File: src/rtl/motion_pkg.sv
// Shared types for the motion-detect / box-overlay custom instructions.
package motion_pkg;

   localparam int unsigned X_W              = 10;
   localparam int unsigned Y_W              = 9;
   localparam int unsigned FRAME_WIDTH_DEF  = 640;
   localparam int unsigned FRAME_HEIGHT_DEF = 480;

   typedef enum logic [1:0] {
      OP_PIXEL   = 2'd0,
      OP_SETX    = 2'd1,
      OP_SETY    = 2'd2,
      OP_RESTART = 2'd3
   } op_e;

   typedef struct packed {
      logic [X_W-1:0] min_x;
      logic [X_W-1:0] max_x;
      logic [Y_W-1:0] min_y;
      logic [Y_W-1:0] max_y;
   } box_t;

   // min > max on both axes: no pixel is ever inside, so nothing is drawn.
   localparam box_t BOX_EMPTY = '{min_x: 10'd1023, max_x: 10'd0,
                                  min_y: 9'd511,   max_y: 9'd0};

endpackage

File: src/rtl/box_edge_test.sv
// Combinational outline test for one pixel against a bounding box.
module box_edge_test
   import motion_pkg::*;
#(
   parameter int unsigned BORDER = 2
) (
   input  logic [X_W-1:0] x,
   input  logic [Y_W-1:0] y,
   input  box_t           box,
   output logic           on_border
);

   logic           valid_c;
   logic           inside_c;
   logic [X_W-1:0] dx_lo_c;
   logic [X_W-1:0] dx_hi_c;
   logic [Y_W-1:0] dy_lo_c;
   logic [Y_W-1:0] dy_hi_c;

   // Differences only matter once containment holds, so wraparound is harmless.
   assign valid_c  = (box.min_x <= box.max_x) && (box.min_y <= box.max_y);
   assign inside_c = (x >= box.min_x) && (x <= box.max_x) &&
                     (y >= box.min_y) && (y <= box.max_y);
   assign dx_lo_c  = x - box.min_x;
   assign dx_hi_c  = box.max_x - x;
   assign dy_lo_c  = y - box.min_y;
   assign dy_hi_c  = box.max_y - y;

   // Pixel is on the outline when it lies within BORDER of any box edge.
   always_comb begin
      on_border = 1'b0;
      if (valid_c && inside_c) begin
         on_border = (dx_lo_c < X_W'(BORDER)) || (dx_hi_c < X_W'(BORDER)) ||
                     (dy_lo_c < Y_W'(BORDER)) || (dy_hi_c < Y_W'(BORDER));
      end
   end

endmodule

File: src/rtl/motion_box_overlay.sv
// Paints a motion bounding-box outline into a streamed 4-pixel-per-word grayscale frame.
module motion_box_overlay
   import motion_pkg::*;
#(
   parameter logic [7:0]  customInstructionId = 8'd2,
   parameter int unsigned FRAME_WIDTH         = FRAME_WIDTH_DEF,
   parameter int unsigned FRAME_HEIGHT        = FRAME_HEIGHT_DEF,
   parameter int unsigned BORDER              = 2,
   parameter logic [7:0]  BOX_GRAY            = 8'hFF
) (
   input  logic        clk,
   input  logic        rst,
   input  logic        start,
   input  logic [7:0]  iseId,
   input  logic [31:0] valueA,
   input  logic [31:0] valueB,
   output logic        done,
   output logic [31:0] result
);

   logic [X_W-1:0] pos_x;
   logic [Y_W-1:0] pos_y;
   box_t           shadow_box;
   box_t           act_box;

   logic           s1_valid;
   op_e            s1_op;
   logic [31:0]    s1_data;
   logic [3:0]     s1_flags;
   logic           s2_valid;
   logic [31:0]    s2_word;

   logic           busy_c;
   logic           accept_c;
   op_e            op_c;
   logic [3:0]     flags_c;
   logic [31:0]    overlay_c;
   logic [X_W:0]   pos_x_inc_c;
   logic [Y_W:0]   pos_y_inc_c;
   logic           row_end_c;
   logic           frame_end_c;
   logic           unused_c;

   assign busy_c      = s1_valid | s2_valid;
   assign accept_c    = start && (iseId == customInstructionId) && !busy_c;
   assign op_c        = op_e'(valueA[1:0]);
   assign pos_x_inc_c = (X_W+1)'(pos_x) + (X_W+1)'(4);
   assign pos_y_inc_c = (Y_W+1)'(pos_y) + (Y_W+1)'(1);
   assign row_end_c   = (pos_x_inc_c == (X_W+1)'(FRAME_WIDTH));
   assign frame_end_c = row_end_c && (pos_y_inc_c == (Y_W+1)'(FRAME_HEIGHT));
   assign unused_c    = ^valueA[31:2];

   // One outline tester per pixel lane; lane i covers x = pos_x + i.
   for (genvar i = 0; i < 4; i++) begin : g_edge
      box_edge_test #(.BORDER(BORDER)) u_edge (
         .x        (pos_x + X_W'(i)),
         .y        (pos_y),
         .box      (act_box),
         .on_border(flags_c[i])
      );
   end

   // Replace flagged lanes with the outline gray; lane 0 is the top byte.
   always_comb begin
      overlay_c = s1_data;
      for (int i = 0; i < 4; i++) begin
         if (s1_flags[i]) overlay_c[31-8*i -: 8] = BOX_GRAY;
      end
   end

   // Position counters and shadow/active box; commits happen at acceptance.
   always_ff @(posedge clk or posedge rst) begin
      if (rst) begin
         pos_x      <= '0;
         pos_y      <= '0;
         shadow_box <= BOX_EMPTY;
         act_box    <= BOX_EMPTY;
      end else if (accept_c) begin
         case (op_c)
            OP_PIXEL: begin
               if (row_end_c) begin
                  pos_x <= '0;
                  if (frame_end_c) begin
                     pos_y   <= '0;
                     act_box <= shadow_box;
                  end else begin
                     pos_y <= pos_y_inc_c[Y_W-1:0];
                  end
               end else begin
                  pos_x <= pos_x_inc_c[X_W-1:0];
               end
            end
            OP_SETX: begin
               shadow_box.min_x <= valueB[9:0];
               shadow_box.max_x <= valueB[25:16];
            end
            OP_SETY: begin
               shadow_box.min_y <= valueB[8:0];
               shadow_box.max_y <= valueB[24:16];
            end
            OP_RESTART: begin
               pos_x   <= '0;
               pos_y   <= '0;
               act_box <= shadow_box;
            end
            default: ;
         endcase
      end
   end

   // Two-stage valid pipe: flags at acceptance, overlay next, registered output last.
   always_ff @(posedge clk or posedge rst) begin
      if (rst) begin
         s1_valid <= 1'b0;
         s1_op    <= OP_PIXEL;
         s1_data  <= '0;
         s1_flags <= '0;
         s2_valid <= 1'b0;
         s2_word  <= '0;
         done     <= 1'b0;
         result   <= '0;
      end else begin
         s1_valid <= accept_c;
         if (accept_c) begin
            s1_op    <= op_c;
            s1_data  <= valueB;
            s1_flags <= flags_c;
         end
         s2_valid <= s1_valid;
         s2_word  <= (s1_valid && s1_op == OP_PIXEL) ? overlay_c : 32'h0;
         done     <= s2_valid;
         result   <= s2_valid ? s2_word : 32'h0;
      end
   end

endmodule

File: config.mk
export PLATFORM = sky130hd
export DESIGN_NAME = motion_box_overlay
export DESIGN_NICKNAME = d
export VERILOG_FILES = /design/src/rtl/motion_pkg.sv /design/src/rtl/box_edge_test.sv /design/src/rtl/motion_box_overlay.sv
export SDC_FILE = /design/constraint.sdc
export NUM_CORES = 1
export LEC_CHECK = 0
export ABC_AREA = 1
export CAP_MARGIN = 20
export CORE_UTILIZATION = 55
export DETAILED_ROUTE_END_ITERATION = 10
export GPL_ROUTABILITY_DRIVEN = 0
export PLACE_DENSITY = 0.86
export SKIP_CTS_REPAIR_TIMING = 1
export SYNTH_ARGS = -nofsm -noshare
export SYNTH_HDL_FRONTEND = slang
export SYNTH_SLANG_ARGS = --single-unit
File: constraint.sdc
create_clock -name clk -period 9.4 [get_ports clk]
set_input_delay 1.41 -clock clk [delete_from_list [all_inputs] [get_ports clk]]
set_output_delay 1.41 -clock clk [all_outputs]
set_load 0.02 [all_outputs]
Word-level counts from Yosys, hierarchy flattened
Index checks and enable logic that the tools add are counted.

Mux-type cells: 18. $add $sub $neg: 15. Bitwise logic cells: 1. Eq/ne operators: 8. Order comparisons: 22. Reductions and logical operators: 42.

Operator list (number): 10-bit by 2-bit less-than comparator with 1-bit output (second input constant) (8); 10-bit subtractor (8); 38-bit two-way mux (2); 38-bit one-hot mux with 2 select lines (1); 32-bit two-way mux (2); 10-bit <= comparator (5); 10-bit greater-or-equal comparator (4); 8-bit two-way mux (4); 1-bit logical AND (21); 10-bit by 2-bit adder with 10-bit output (second input constant) (2); 10-bit one-hot mux with 2 select lines (1); 9-bit <= comparator (2); 9-bit by 2-bit less-than comparator with 1-bit output (second input constant) (2); 9-bit two-way mux (2); 9-bit one-hot mux with 2 select lines (1); 9-bit subtractor (2); 1-bit logical OR (12); 10-bit by 3-bit adder with 11-bit output (second input constant) (1); 11-bit by 10-bit equality test with 1-bit output (second input constant) (1); 10-bit by 1-bit adder with 10-bit output (second input constant) (1); 9-bit by 1-bit adder with 10-bit output (second input constant) (1); 10-bit by 9-bit equality test with 1-bit output (second input constant) (1); 10-bit two-way mux (1); 9-bit greater-or-equal comparator (1); 12 further kinds (20).

Output and inout port bits: 33. Flip-flop bits (word level): 200. Input port bits: 75. Word-level logic and storage cells: 124.

Logic depth before layout (Yosys ltp)
Gate-level depths: netlist (run 1).

Word-level depth: 7. Mapped depth: 17. Mapped depth without buffers: 16.

Modules after synthesis
Synthesis (run 1) repeated with hierarchy kept, for this count alone.

Cells, all modules: 2981. Area, all modules: 19064.5 um2.

By module, submodules not included: motion_box_overlay (cells an instance 905, area an instance 8116.5 um2, sequential area each 5002.3 um2, instances 1); box_edge_test (g_edge[2].u_edge ...) (cells an instance 526, area an instance 2740.1 um2, sequential area each 0.0 um2, instances 2); box_edge_test (g_edge[0].u_edge) (cells an instance 524, area an instance 2768.9 um2, sequential area each 0.0 um2, instances 1); box_edge_test (g_edge[1].u_edge) (cells an instance 500, area an instance 2698.8 um2, sequential area each 0.0 um2, instances 1).

Worst setup path after synthesis (run 1)
No wires, ideal clock.

Path kind: input -> register. Start: input iseId[6]. End: register shadow_box[2] in the netlist's numbering. Data arrival time: 2.499 ns. Buffers on the path: 1. Required time: 9.270 ns. Setup time: 0.130 ns. Stages on the path: 9. Path slack: 6.771 ns. Cell sequence: inv_1 -> nand3_1 -> nor3_1 -> nand2_1 -> inv_1 -> nand2_1 -> clkbuf_1 -> nand2_1 -> o21ai_0.

Word-level cells in the longest chain between the ends: 4.

RTL lines: start, declared (line motion_box_overlay.sv:14) `input logic [7:0] iseId,`; 8-bit by 2-bit equality test with 1-bit output (line motion_box_overlay.sv:45) `assign accept_c = start && (iseId == customInstructionId) && !busy_c;`; 1-bit logical AND (2 in series) (line motion_box_overlay.sv:45); 2-bit AND reduction (no line); end, declared (line motion_box_overlay.sv:23) `box_t shadow_box;`.

No other way between the ends. A chain may end at the register's enable or synchronous reset.

Final worst setup path (run 1)
Start: input iseId[1]. End: register act_box[3] in the netlist's numbering.

Word-level cells in the longest chain between the ends: 4.

RTL lines: 8-bit by 2-bit equality test with 1-bit output (line motion_box_overlay.sv:45); 1-bit logical AND (2 in series) (line motion_box_overlay.sv:45); 4-bit AND reduction (no line); end signal, assigned (line motion_box_overlay.sv:85) `act_box <= shadow_box;`; end signal, assigned (line motion_box_overlay.sv:104) `act_box <= shadow_box;`; end, declared (line motion_box_overlay.sv:24) `box_t act_box;`.

No other way between the ends.

==> impl_metrics.ini, run 1 <==
[setup_path]
criticalPathCategory = in2reg
cp_top_family = simple AND/OR/NAND/NOR gates
crit_path_max_incr_delay_ns = 0.64
cp_common_cell = nand2_1
cp_cell_sequence = clkdlybuf4s50_1 -> nand4_1 -> nor4b_2 -> nand2_1 -> inv_2 -> nand2_2 -> nand2_1 -> nand2_1
required_ns = 9.70
arrival_ns = 4.33
worstPathMaxFanout = 40
path_buf_inv = 2
crit_slowest_cell = nand2_2
cp-start-kind = input port
endpoint_kind = flop

[sta]
slew_headroom_pct = 30.8
rsz0062_at_grt = no
finalMaxSlewViolations = 0
max_freq_ghz = 0.248
hold_ws_ns = 0.439
fin_crit_ns = 4.03
fin_worst_skew_ns = 0.0117
finalSetupViolCount = 0
finalSetupTns_ns = 0
tightestPinTransition_ns = 1.04
report.final.hold_viol_count = 0
finalCritPeriodShare_pct = 42.9

[clock_network]
cts.sinks = 198
clkLatencyLatePin_ns = 0.44
cts_buffers = 17
cts_max_level = 4
cts_tree = done
cts_root_buf = clkbuf_16
clk_pin_slew_ns = 0.07
ctsLongestPathBuffers = 2

[worst_hold_path]
hp-class = reg2reg

[drt]
drc = 0
drt-initial-drc-count = 1381
totalWireLength_um = 35200
num_vias = 12602
via_per_inst = 5.54
firstDrtPassIters = 5
wire_per_inst_um = 15.5
postRouteAntennaNets = 0

[global_route]
grt_max_degree = 118
grt_antenna_before_repair = 0
grt_usage_pct = 29.3
grt_overflow = 0
grt_pass1_vias = 11773
grt_pass1_wl_um = 56900

[finish]
areaGrowthSynthToFinish_pct = 12.3
n_antenna_cell = 0
mostFrequentLayoutCells = nand2_1, inv_1, nor2_1
drive_above_1_share_pct = 4.81
fin_nets = 2123
layout_commonest_cell = nand2_1

[pwr]
powerDensity_mw_per_mm2 = 119
p_leak_nw = 8.07
peakVddDrop_v = 0.000164

[logic_synthesis]
ys_seq_area_share_pct = 38.1
synth.largest_area_cell = dfrtp_1
yosysWarningCount = 0
ys_types = 44
synth.top_cell.area_share_pct = 30.5
synth_seq_cells = 198
synthCells = 1899
synth_area_leaders = dfrtp_1, nand2_1, ha_1
syn-cell-area_mm2 = 0.0131
ys_async_sr_fraction_pct = 100
avgSynthCellArea_um2 = 6.92
synth_ff_type = dfrtp_1
synth_edf_count = 0

[die]
num_rows = 56
die_y_um = 157
start_util_pct = 55.9
dieArea_mm2 = 0.0245
ioPinCount = 108
die_width_um = 157
core_area_mm2 = 0.0235

[placed_design]
dp_hpwl_um = 25000
io_buffers = 77

[outcome]
status = finished, final reports clean

[job]
maxCapViolCount = 0
==> final timing paths <==
| check | end | cells after the start | slack, ns | startpoint |
|---|---|---|---|---|
| max | act_box[3]$_DFFE_PP0P_ | 8 | 5.37 | iseId[1] |
| min | result[23]$_DFF_PP0_ | 2 | 0.44 | s2_word[23]$_DFF_PP0_ |
| max reg2reg | act_box[3]$_DFFE_PP0P_ | 12 | 5.76 | pos_x[3]$_DFFE_PP0P_ |
| min reg2reg | result[23]$_DFF_PP0_ | 2 | 0.44 | s2_word[23]$_DFF_PP0_ |
| max in group asynchronous | act_box[34]$_DFFE_PP1P_ | 4 | 6.71 | rst |
| min in group asynchronous | result[30]$_DFF_PP0_ | 2 | 1.51 | rst |
==> through the flow <==
step	total power, W	setup slack (ns)	cells	cell area [µm²]	utilization, %
floorplan	0.00100	2.66	1900	13100	-
global placement	0.00105	5.24	2239	14100	59.9
detailed placement	0.00106	5.09	2239	14100	59.9
CTS	0.00176	5.45	2271	14600	62.3
global route	0.00181	5.25	2275	14700	62.8
finish	0.00176	5.37	2275	14700	62.8
==> Yosys cell counts, types with 2 or more instances <==
| library cell | count |
|---|---|
| dfstp_2 | 38 |
| buf_2 | 4 |
| nand3b_1 | 15 |
| conb_1 | 2 |
| a31oi_1 | 3 |
| clkbuf_1 | 47 |
| nor2_2 | 2 |
| a21boi_0 | 3 |
| xor2_1 | 11 |
| nor2_1 | 212 |
| a21oi_1 | 43 |
| o22ai_1 | 2 |
| dfrtp_1 | 160 |
| nand2_2 | 3 |
| a21o_1 | 3 |
| buf_6 | 6 |
| or2_2 | 4 |
| o21bai_1 | 4 |
| buf_1 | 2 |
| fa_1 | 3 |
| o21a_1 | 2 |
| nand2_1 | 612 |
| ha_1 | 102 |
| nand4_1 | 35 |
| inv_1 | 297 |
| nor3_1 | 7 |
| nand3_1 | 161 |
| inv_2 | 2 |
| o21ai_0 | 99 |
==> logic make-up (layout without fill, tap and decap cells) <==
group,Yosys count,in the layout,synth area share (%)
simple gates,1058,1058,33.5
buf+inv,360,416,10.7
flops,198,198,38.1
compound gates,164,164,6.65
fa+ha+maj,105,105,10.2
xor+xnor,12,12,0.857
other cells,2,3,0.0572
==> worst min-delay path, cell delays in order, from the launching register on <==
cell and delay, ns:
dfrtp_1 0.32, nand2_1 0.05, inv_1 0.04
==> per-layer routing <==
metal	wire length, µm	vias to the layer above	GRT usage, %
met3	2700	112	4.76
met1	14200	5899	37.6
met2	17000	585	49.5
met5	0	-	0
li1	-	6006	-
met4	1340	0	11.8
==> final cells by class <==
type / instances / area, µm²
multi-input combinational: 1342 / 6730
clock inverter: 15 / 149
clock buffer: 17 / 425
sequential: 198 / 5000
fill: 1927 / 8730
inverter: 300 / 1130
tap: 319 / 399
timing repair buffer: 84 / 903
==> power breakdown <==
group	total [W]	internal, W	leakage (nW)	switching [W]
Combinational	0.000171	0.0000621	5.21	0.000109
Clock	0.000707	0.000354	0.286	0.000353
Sequential	0.000878	0.000866	2.58	0.0000126
==> sequential cells by signal, indices dropped and copies added (netlist names) <==
signal and count:
act_box 38, shadow_box 38, result 32, s1_data 32, s2_word 32, pos_y 9, pos_x 8, s1_flags 4
s1_op 2, done 1, s1_valid 1, s2_valid 1
No activity file was read; power rests on OpenSTA's default activity.
==> run 2, diff against run 1 <==
Clock period 9.4 ns to 4.1 ns, I/O delays scaled along.
==> run 2 against run 1 <==
Compared with the run above: hold slack worse by 0.0074 ns; wire length is 0.72% lower; critical path type is now reg2reg; utilization is 0.12 points higher; total power is 130% higher; register-to-register slack worse by 4.5 ns; combinational power is 130% higher; clock power is 130% higher; global-route usage hardly changed; setup slack worse by 4.1 ns; sequential cell count stayed put; sequential power is 130% higher; via count is 0.32% higher.
==> impl_metrics.ini, run 2 (synthesis gave the netlist of run 1 again) <==
[finish]
mostFrequentLayoutCells = nand2_1, inv_1, nor2_1
multi_input_area_mm2 = 0.00673
n_antenna_cell = 0
fillers = 1874
areaGrowthSynthToFinish_pct = 12.5
reg_top3 = act_box (38), shadow_box (38)
layout_commonest_cell = nand2_1
drive_above_1_share_pct = 5.00
fin_nets = 2127
register_area_mm2 = 0.00500

[setup_path]
cp-start-kind = flop
cp_common_cell = nand3_1
arrival_ns = 3.21
criticalPathCategory = reg2reg
crit_slowest_cell = dfrtp_1
crit_path_max_incr_delay_ns = 0.55
worstPathMaxFanout = 22
required_ns = 4.46
endpoint_kind = flop
cp_cell_sequence = ha_1 -> nand3_1 -> xor2_1 -> nand3_1 -> nor2_1 -> nand2_1 -> inv_2 -> nand3_4 -> nand2_2 -> buf_4 -> nand3_1 -> nand2_1

[sta]
fin_worst_skew_ns = 0.0128
finalSetupTns_ns = 0
fin_crit_ns = 2.85
hold_ws_ns = 0.431
finalMaxSlewViolations = 0
tightestPinTransition_ns = 0.998
rsz0062_at_grt = no
max_freq_ghz = 0.351
finalCritPeriodShare_pct = 69.6
report.final.hold_viol_count = 0
finalSetupViolCount = 0
slew_headroom_pct = 33.3

[outcome]
status = finished, final reports clean

[clock_network]
clk_pin_slew_ns = 0.07
cts_root_buf = clkbuf_16
cts_tree = done
cts_buffers = 17
ctsLongestPathBuffers = 2
cts.sinks = 198
clkLatencyLatePin_ns = 0.43
cts_max_level = 4

[die]
die_y_um = 157
dieArea_mm2 = 0.0245
start_util_pct = 55.9
die_width_um = 157
ioPinCount = 108
core_area_mm2 = 0.0235
num_rows = 56

[drt]
totalWireLength_um = 35000
num_vias = 12642
postRouteAntennaNets = 0
wire_per_inst_um = 15.3
drc = 0
drt-initial-drc-count = 1217
via_per_inst = 5.55
firstDrtPassIters = 5

[pwr]
p_int_w = 0.00302
powerDensity_mw_per_mm2 = 275
clockPowerShare_pct = 40.7
switching_power_w = 0.00105
power_frac_comb_pct = 9.7
p_leak_nw = 8.07
peakVddDrop_v = 0.000310
p_sw_share_pct = 25.8
seq_power_share_pct = 49.5

[placed_design]
io_buffers = 77
dp_hpwl_um = 25200

[global_route]
grt_usage_pct = 29.4
grt_antenna_before_repair = 0
grt_pass1_vias = 11897
grt_pass1_wl_um = 57100
grt_max_degree = 113
grt_overflow = 0

[job]
maxCapViolCount = 0

[worst_hold_path]
hp-class = in2async
==> run 2: changes by cell type in the layout (fill, tap and decap cells not counted), sizes merged <==
cell and change:
clkinvlp +5, buf +4, clkinv -4, inv -4
clkbuf +2, bufinv +1
==> run 2: area by class of cell <==
class                   instances  area share, %
well taps                     319           2.70
clock inverters                13          0.932
repair buffers                 88           6.22
multi-input cells            1342           45.6
inverters                     300           7.65
clock buffers                  19           3.07
flip-flops and latches        198           33.9
==> run 2: worst max-delay path, delay by kind of cell (launching register included) <==
| kind | cells | cell delay (ns) |
|---|---|---|
| and+or+nand+nor | 8 | 1.21 |
| adders and majority gates | 1 | 0.27 |
| xor gates and xnor gates | 1 | 0.24 |
| buffers and inverters | 2 | 0.49 |
| DFF | 1 | 0.55 |
==> run 2: final timing paths <==
kind	slack (ns)	cells past startpoint	to	start
setup / recovery	1.25	12	act_box[22]$_DFFE_PP0P_	pos_x[3]$_DFFE_PP0P_
hold / removal	0.43	2	result[26]$_DFF_PP0_	rst
setup reg to reg	1.25	12	act_box[22]$_DFFE_PP0P_	pos_x[3]$_DFFE_PP0P_
hold reg to reg	0.43	0	done$_DFF_PP0_	s2_valid$_DFF_PP0_
max in group asynchronous	2.88	3	act_box[6]$_DFFE_PP0P_	rst
min in group clk	0.43	0	done$_DFF_PP0_	s2_valid$_DFF_PP0_
==> run 2: stage by stage <==
stage          area (µm²)  setup slack (ns)  power (W)  utilization (%)  instances
2_1_floorplan       13100             0.956    0.00230                -       1900
3_3_place_gp        14100              1.08    0.00242             60.2       2245
3_5_place_dp        14100             0.864    0.00243             60.2       2245
4_1_cts             14700              1.29    0.00407             62.7       2277
5_1_grt             14800              1.04    0.00420             62.9       2279
6_report            14800              1.25    0.00407             62.9       2279
==> run 2: power groups by stage <==
stage | clock network (W) | registers, W | logic, W
floorplan | 0 | 0.00204 | 0.000265
global placement | 0 | 0.00205 | 0.000373
detailed placement | 0 | 0.00205 | 0.000387
CTS | 0.00166 | 0.00201 | 0.000391
global route | 0.00175 | 0.00202 | 0.000443
finish | 0.00166 | 0.00201 | 0.000396
==> run 2: routing by layer <==
metal	GRT usage (%)	up-vias	routed length (µm)
met5	0	-	0
met4	11.3	0	1120
met3	4.15	98	2560
met2	50.6	575	17100
met1	37.3	5952	14200
li1	-	6017	-
==> run 3, diff against run 2 <==
Clock period 4.1 ns to 2.8 ns, I/O delays scaled along.
==> run 3 against run 2 <==
Compared with the run above: global-route usage up 0.34 points; clock power up 41%; utilization up 0.21 points; total power up 45%; largest power group unchanged; sequential power up 47%; cell area up 0.34%; highest routed layer unchanged; maximum frequency up 7.4%; combinational power up 48%; die area unchanged; sequential share of layout area down 0.11 points.
==> impl_metrics.ini, run 3 (synthesis gave the netlist of run 1 again) <==
[drt]
drc = 0
wire_per_inst_um = 15.3
num_vias = 12669
totalWireLength_um = 35100
postRouteAntennaNets = 0
via_per_inst = 5.53
drt-initial-drc-count = 1374
firstDrtPassIters = 5

[sta]
finalSetupViolCount = 0
report.final.hold_viol_count = 0
tightestPinTransition_ns = 0.658
slew_headroom_pct = 56.0
fin_worst_skew_ns = 0.00907
finalCritPeriodShare_pct = 94.9
final.setup.worst_slack_ns = 0.144
finalMaxSlewViolations = 0
max_freq_ghz = 0.377
fin_crit_ns = 2.66
rsz0062_at_grt = no

[pwr]
p_int_w = 0.00430
power_frac_comb_pct = 10.0
seq_power_share_pct = 50.2
powerDensity_mw_per_mm2 = 396
total_power_w = 0.00588
switching_power_w = 0.00158
p_leak_nw = 8.11
clockPowerShare_pct = 39.8
peakVddDrop_v = 0.000478
p_sw_share_pct = 26.9

[placed_design]
io_buffers = 77
dp_hpwl_um = 25500
place_ws_ns = 0.274

[setup_path]
cp-start-kind = flop
worstPathMaxFanout = 38
endpoint_kind = flop
arrival_ns = 2.99
required_ns = 3.13
rrSetupSlack_ns = 0.14
criticalPathCategory = reg2reg

[global_route]
grt_pass1_wl_um = 57100
met1_usage_pct = 37.3
grt_overflow = 0
globalRouteMet2Util_pct = 50.7
grt_max_degree = 105
top_usage_layer = met2
grt_antenna_before_repair = 0
grt_usage_pct = 29.7
met3_usage_pct = 4.54
grt_pass1_vias = 11970

[finish]
drive_above_1_share_pct = 5.48
mostFrequentLayoutCells = nand2_1, inv_1, nor2_1
layout_commonest_cell = nand2_1
n_antenna_cell = 0
areaGrowthSynthToFinish_pct = 12.9
reg_top3 = act_box (38), shadow_box (38)
fin_nets = 2138
utilization_pct = 63.1

[clock_network]
cts_max_level = 4
cts_buffers = 17
cts_root_buf = clkbuf_16
cts.sinks = 198
clkLatencyLatePin_ns = 0.44
cts_tree = done
ctsLongestPathBuffers = 2
clk_pin_slew_ns = 0.07

[die]
ioPinCount = 108
start_util_pct = 55.9
die_width_um = 157
num_rows = 56
die_y_um = 157
dieArea_mm2 = 0.0245
core_area_mm2 = 0.0235

[outcome]
status = finished, final reports clean

[worst_hold_path]
hp-class = in2async

[job]
maxCapViolCount = 0
## run 3: cell types whose count changed in the layout (fill, tap and decap cells not counted), sizes merged
cell	delta
bufinv	-1
clkbuf	-2
buf	+11
clkinv	+5
clkinvlp	-2
## run 3: worst max-delay path: stages (launching register included)
cell and delay (ns):
dfrtp_1 0.66, inv_1 0.21, nor2_1 0.22, nand2_1 0.10, nand2_1 0.07, nand2_1 0.08, nor2_1 0.12, nand2_1 0.09
inv_2 0.11, nand3_4 0.14, nand2_2 0.24, nand2_2 0.06, buf_4 0.26, nand2_1 0.11, nand2_1 0.05
## run 3: cell type report
class	count	area, µm²
Clock inverter	15	140
Sequential cell	198	5000
Inverter	300	1130
Clock buffer	17	425
Fill cell	1878	8650
Timing Repair Buffer	99	993
Multi-Input combinational cell	1342	6730
Tap cell	319	399
## run 3: final timing paths
path / cells after the start / to / startpoint
worst max-delay path: 14 / act_box[1]$_DFFE_PP0P_ / pos_x[5]$_DFFE_PP0P_
worst min-delay path: 2 / s1_data[27]$_DFFE_PP0P_ / rst
worst max register to register: 14 / act_box[1]$_DFFE_PP0P_ / pos_x[5]$_DFFE_PP0P_
worst min register to register: 2 / result[26]$_DFF_PP0_ / s2_word[26]$_DFF_PP0_
max in group asynchronous: 3 / shadow_box[37]$_DFFE_PP1P_ / rst
min in group clk: 2 / result[26]$_DFF_PP0_ / s2_word[26]$_DFF_PP0_
## run 3: power groups by stage
stage               Sequential, W  Clock [W]  Combinational (W)
floorplan                 0.00298          0           0.000388
global placement          0.00300          0           0.000554
detailed placement        0.00300          0           0.000572
CTS                       0.00295    0.00235           0.000581
global route              0.00295    0.00246           0.000655
finish                    0.00295    0.00234           0.000587
## run 3: metrics by stage
step	cells	hold WS [ns]	TNS, ns	instance area, µm²
floorplan	1900	0.352	-23.89	13100
global placement	2257	0.416	0	14200
detailed placement	2257	0.418	0	14200
CTS	2289	0.307	0	14800
global route	2290	0.350	0	14800
finish	2290	0.308	0	14800
## run 3: metal layers
metal	vias to the layer above	part of all wire, %
li1	6038	-
met1	5976	40
met2	568	50
met3	87	7.6
met4	0	3.0
met5	-	0
==> patch 1, RTL diff (config.mk and constraints of run 3) <==
The parameter `BOX_GRAY` goes from 8'hFF to 8'h7F.
--- a/src/rtl/motion_box_overlay.sv
+++ b/src/rtl/motion_box_overlay.sv
@@ -8,3 +8,3 @@
    parameter int unsigned BORDER              = 2,
-   parameter logic [7:0]  BOX_GRAY            = 8'hFF
+   parameter logic [7:0]  BOX_GRAY            = 8'h7F
 ) (
Check against the original RTL: same outputs for any inputs over 10 cycles, from zero or initial values and one cycle with rst high; that may be too few to reach the edited logic, so the function may still have changed.
==> patch 1 against run 3 <==
Cell area grew 0.73%; total power grew 2.4%; worst setup slack gained 43 ps; sequential cell count is the same; wire length shrank 1.7%; core utilization grew 0.46 points; combinational power is essentially flat; synthesized area grew 0.52%; clock skew grew 1.3 ps; first-iteration DRC count shrank 16%; critical path depth shrank 1; die area grew 0.51%; critical path type unchanged.
==> patch 1: results (changes against run 3) <==
Mapped Cells -> 1914 (was 1899)
worst slack at placement -> 257 ps (was 274 ps)
number of global-route vias before repair -> 12100 (was 12000)
class of the worst hold path -> reg2reg (was in2async)
Crit-path slowest cell -> dfstp_2 (was dfrtp_1)
run status -> finished clean (unchanged)
1st-iter DRT viols -> 1149 (was 1374)
total number of H-tree levels -> 4 (unchanged)
first-pass GRT wire length -> 57.8 mm (was 57.1 mm)
routed vias -> 12700 (about the same)
worst path arrival time -> 2920 ps (was 2990 ps)
post-detail-place hpwl -> 25.8 mm (was 25.5 mm)
layout cells sized above 1 -> 5.53% (was 5.48%)
final setup vio count -> 0 (unchanged)
CP delay by family, top -> compound AO/OA/AOI/OAI gates (was simple AND/OR/NAND/NOR gates)
Fill cells -> 1901 (was 1878)
largest net degree at the start of global routing -> 123 (was 105)
Synth warnings -> 0 (unchanged)
Total GRT Usage -> 29.6% (was 29.7%)
DR vias/cell -> 5.51 (was 5.53)
Pleak -> 8.24 nW (was 8.11 nW)
Worst path max stage delay -> 550 ps (was 660 ps)
Total Wirelength -> 34.5 mm (was 35.1 mm)
crit path max fanout -> 3 (was 38)
skew final -> 10.3 ps (was 9.07 ps)
worst vdd ir -> 554 µV (was 478 µV)
clk buf depth -> 2 (unchanged)
number of distinct library cells after synthesis -> 42 (was 44)
Area contributors post-synth -> dfrtp_1 30%, nand2_1 18%, ha_1 9.7%, inv_1 8.6%, dfstp_2 7.6% (was dfrtp_1 30%, nand2_1 17%, ha_1 9.7%, inv_1 8.5%, dfstp_2 7.6%)
biggest regs -> act_box (38), shadow_box (38) (unchanged)
number of synthesized flops with an enable pin -> 0 (unchanged)
Post-synth top cells -> 629 x nand2_1, 302 x inv_1, 199 x nor2_1, 164 x nand3_1, 160 x dfrtp_1 (was 612 x nand2_1, 297 x inv_1, 212 x nor2_1, 161 x nand3_1, 160 x dfrtp_1)
dpl cells -> 2276 (was 2257)
register area share after synthesis -> 37.9% (was 38.1%)
Worst Max-Slew Pin Slew -> 668 ps (was 658 ps)
Nets -> 2156 (was 2138)
[patch 1: cell count changes after synthesis, sizes merged, moves of 3 or more]
cell and delta:
nand3 +4, o21ai -6, nor3b +4, a21o -3
nand2 +15, inv +5, a21oi +7, nor2 -13
nand4 -3
[patch 1: routing by layer]
layer	global-route usage, %	vias up	share of wire [%]
li1	-	6097	-
met1	37.6	6044	41
met2	51.7	491	49
met3	3.63	87	6.8
met4	10.7	0	2.9
met5	0	-	0
[patch 1: final timing paths]
kind	endpoint	cells after the start	slack, ps	from
setup / recovery	s1_flags[3]$_DFFE_PP0P_	13	190	act_box[30]$_DFFE_PP1P_
hold / removal	result[13]$_DFF_PP0_	2	440	s2_word[13]$_DFF_PP0_
setup reg to reg	s1_flags[3]$_DFFE_PP0P_	13	190	act_box[30]$_DFFE_PP1P_
hold reg to reg	result[13]$_DFF_PP0_	2	440	s2_word[13]$_DFF_PP0_
max in group asynchronous	pos_x[8]$_DFFE_PP0P_	3	1790	rst
min in group asynchronous	result[7]$_DFF_PP0_	3	470	rst
[patch 1: cells by family after synthesis]
logic type                 share of synthesized area [%]
buffers and inverters                               10.8
DFF                                                 37.9
and+or+nand+nor                                     33.6
xor gates and xnor gates                           0.986
other                                             0.0569
adders and majority gates                           10.1
AOI/OAI and AO/OA                                   6.56
[patch 1: where the power goes]
part           internal [mW]  switching (mW)  leakage (nW)
combinational          0.220           0.368          5.37
sequential              2.91          0.0400          2.58
clock                   1.22            1.26         0.294
[patch 1: area by class of cell]
class | instances | area share [%]
clock buffer | 18 | 2.87
clock inverter | 14 | 1.16
inverter | 304 | 7.67
multi-input combinational | 1351 | 45.4
sequential | 198 | 33.5
tap | 319 | 2.67
timing repair buffer | 104 | 6.69
[patch 1: worst min-delay path, delay by kind of cell (launching register included)]
| family | cells | cell delay [ps] |
|---|---|---|
| AND/OR/NAND/NOR | 1 | 50 |
| flip-flops | 1 | 320 |
| buffers and inverters | 1 | 40 |
[patch 1: stage by stage]
stage,cell area [µm²],total power [mW]
2_1_floorplan,13200,3.38
3_3_place_gp,14300,3.55
3_5_place_dp,14300,3.57
4_1_cts,14900,6.01
5_1_grt,14900,6.22
6_report,14900,6.02
==> patch 2, RTL diff (flow settings as in run 3) <==
Without the edit above. Reset style: synchronous (`rst`), changed in 2 clocked blocks.
--- a/src/rtl/motion_box_overlay.sv
+++ b/src/rtl/motion_box_overlay.sv
@@ -71,3 +71,3 @@
    // Position counters and shadow/active box; commits happen at acceptance.
-   always_ff @(posedge clk or posedge rst) begin
+   always_ff @(posedge clk) begin
       if (rst) begin
@@ -111,3 +111,3 @@
    // Two-stage valid pipe: flags at acceptance, overlay next, registered output last.
-   always_ff @(posedge clk or posedge rst) begin
+   always_ff @(posedge clk) begin
       if (rst) begin
Function: differs if rst is asserted again (counterexample within 4 cycles, from zero or initial values and one cycle with rst high); with rst held inactive, the same outputs for 10 cycles.
==> patch 2 against run 3 <==
Die area is 3.2% lower; via count rose by 1.7%; synthesized cell count up 4.1%; wire length down 1.4%; synthesized area decreased by 3.2%; non-clock buffer count grew 4; cell area fell by 2.9%; sequential cell count is the same; worst setup slack improved by 110 ps; critical endpoint is now s1_flags[0]$_SDFFE_PP0P_.
Power is not compared: it rests on default switching activity, and its combinational part moved more than twofold at a synthesized area within 25%.
==> patch 2: results (changes against run 3) <==
number of distinct library cells after synthesis -> 43 (was 44)
Crit-path slowest cell -> dfxtp_1 (was dfrtp_1)
share of flip-flops with an asynchronous set or reset -> 0% (was 100%)
class of the worst hold path -> reg2reg (was in2async)
worst r2r dst -> s1_flags[0]$_SDFFE_PP0P_ (was act_box[1]$_DFFE_PP0P_)
number of global-route vias before repair -> 11900 (was 12000)
1st-iter DRT viols -> 1231 (was 1374)
clk buf depth -> 2 (unchanged)
Worst Max-Slew Pin Slew -> 666 ps (was 658 ps)
Post-synth top cells -> 514 x nand2_1, 337 x inv_1, 198 x dfxtp_1, 192 x nor2_1, 184 x nand3_1 (was 612 x nand2_1, 297 x inv_1, 212 x nor2_1, 161 x nand3_1, 160 x dfrtp_1)
worst r2r src -> pos_y[0]$_SDFFE_PP0P_ (was pos_x[5]$_DFFE_PP0P_)
largest net degree at the start of global routing -> 48 (was 105)
layout cells sized above 1 -> 4.56% (was 5.48%)
Synth Area per Inst -> 6.43 µm² (was 6.92 µm²)
Area contributors post-synth -> dfxtp_1 31%, nand2_1 15%, ha_1 10%, inv_1 10%, nand3_1 7.2% (was dfrtp_1 30%, nand2_1 17%, ha_1 9.7%, inv_1 8.5%, dfstp_2 7.6%)
hold_ws -> 409 ps (was 308 ps)
first-pass GRT wire length -> 56.1 mm (was 57.1 mm)
Worst path max stage delay -> 500 ps (was 660 ps)
clock period minus worst slack -> 2540 ps (was 2660 ps)
Nets -> 2208 (was 2138)
root buf cell -> clkbuf_16 (unchanged)
run status -> finished clean (unchanged)
post-detail-place hpwl -> 25.9 mm (was 25.5 mm)
routed vias -> 12900 (was 12700)
dpl cells -> 2293 (was 2257)
worst hold endpoint -> result[18]$_SDFF_PP0_
TritonCTS Buffers -> 17 (unchanged)
worst slack at placement -> 262 ps (was 274 ps)
Top FF cell, synth -> dfxtp_1 (was dfrtp_1)
drt pass-1 iters -> 7 (was 5)
Synth warnings -> 0 (unchanged)
Total Wirelength -> 34.6 mm (was 35.1 mm)
skew final -> 11.0 ps (was 9.07 ps)
DR vias/cell -> 5.54 (was 5.53)
crit path max fanout -> 8 (was 38)
register area share after synthesis -> 31.2% (was 38.1%)
Total GRT Usage -> 29.1% (was 29.7%)
Port-buffer cells -> 77 (unchanged)
[patch 2: cells by family after synthesis]
family	Yosys count	synth area share [%]
flip-flops	198	31.2
AO/OA/AOI/OAI	266	11.5
buffers and inverters	415	12.7
other	2	0.0591
AND/OR/NAND/NOR	973	32.8
adder cells (fa/ha/maj)	106	10.6
XOR/XNOR	17	1.17
[patch 2: worst max-delay path by stage]
stage / start / end / cells after the start
finish: pos_y[0]$_SDFFE_PP0P_ / s1_flags[0]$_SDFFE_PP0P_ / 14
global route: pos_y[0]$_SDFFE_PP0P_ / s1_flags[2]$_SDFFE_PP0P_ / 14
CTS: pos_x[2]$_SDFFE_PP0P_ / act_box[36]$_SDFFE_PP1P_ / 12
detailed placement: pos_y[0]$_SDFFE_PP0P_ / s1_flags[2]$_SDFFE_PP0P_ / 14
global placement: pos_y[0]$_SDFFE_PP0P_ / s1_flags[0]$_SDFFE_PP0P_ / 14
floorplan: pos_x[4]$_SDFFE_PP0P_ / s1_flags[3]$_SDFFE_PP0P_ / 13
[patch 2: stage by stage]
stage / util [%] / area (µm²)
global route: 63.6 / 14400
floorplan: - / 12700
global placement: 60.8 / 13800
detailed placement: 60.8 / 13800
CTS: 63.5 / 14400
finish: 63.6 / 14400
[patch 2: worst register-to-register path: stages, from the launching register on]
cell	delay (ps)
dfxtp_1	500
inv_2	110
ha_1	230
fa_1	420
inv_1	100
nand2_1	60
nand2_1	80
nand2_1	80
nand3_1	70
nand2_1	60
nor2_1	80
nand3_1	280
nand4_1	210
nand2_1	80
a21oi_1	110
[patch 2: power by group]
part | internal (mW) | switching, mW | leakage, nW
sequential | 2.81 | 0.00150 | 1.60
combinational | 0.0965 | 0.124 | 5.23
clock | 1.29 | 1.20 | 0.298
[patch 2: cell type report]
type	instances	area, µm²	area share (%)
flip-flops and latches	198	3960	27.5
clock buffers	18	429	2.98
clock inverters	14	184	1.28
well taps	285	357	2.48
repair buffers	103	1030	7.15
multi-input cells	1365	7140	49.6
inverters	342	1280	8.92
[patch 2: metal layers]
layer  up-vias  share of wire [%]  global-route usage (%)
li1       6365                  -                       -
met1      5870                 41                    35.7
met2       556                 48                    51.2
met3        91                7.1                    4.00
met4         0                3.1                    12.0
met5         -                  0                       0
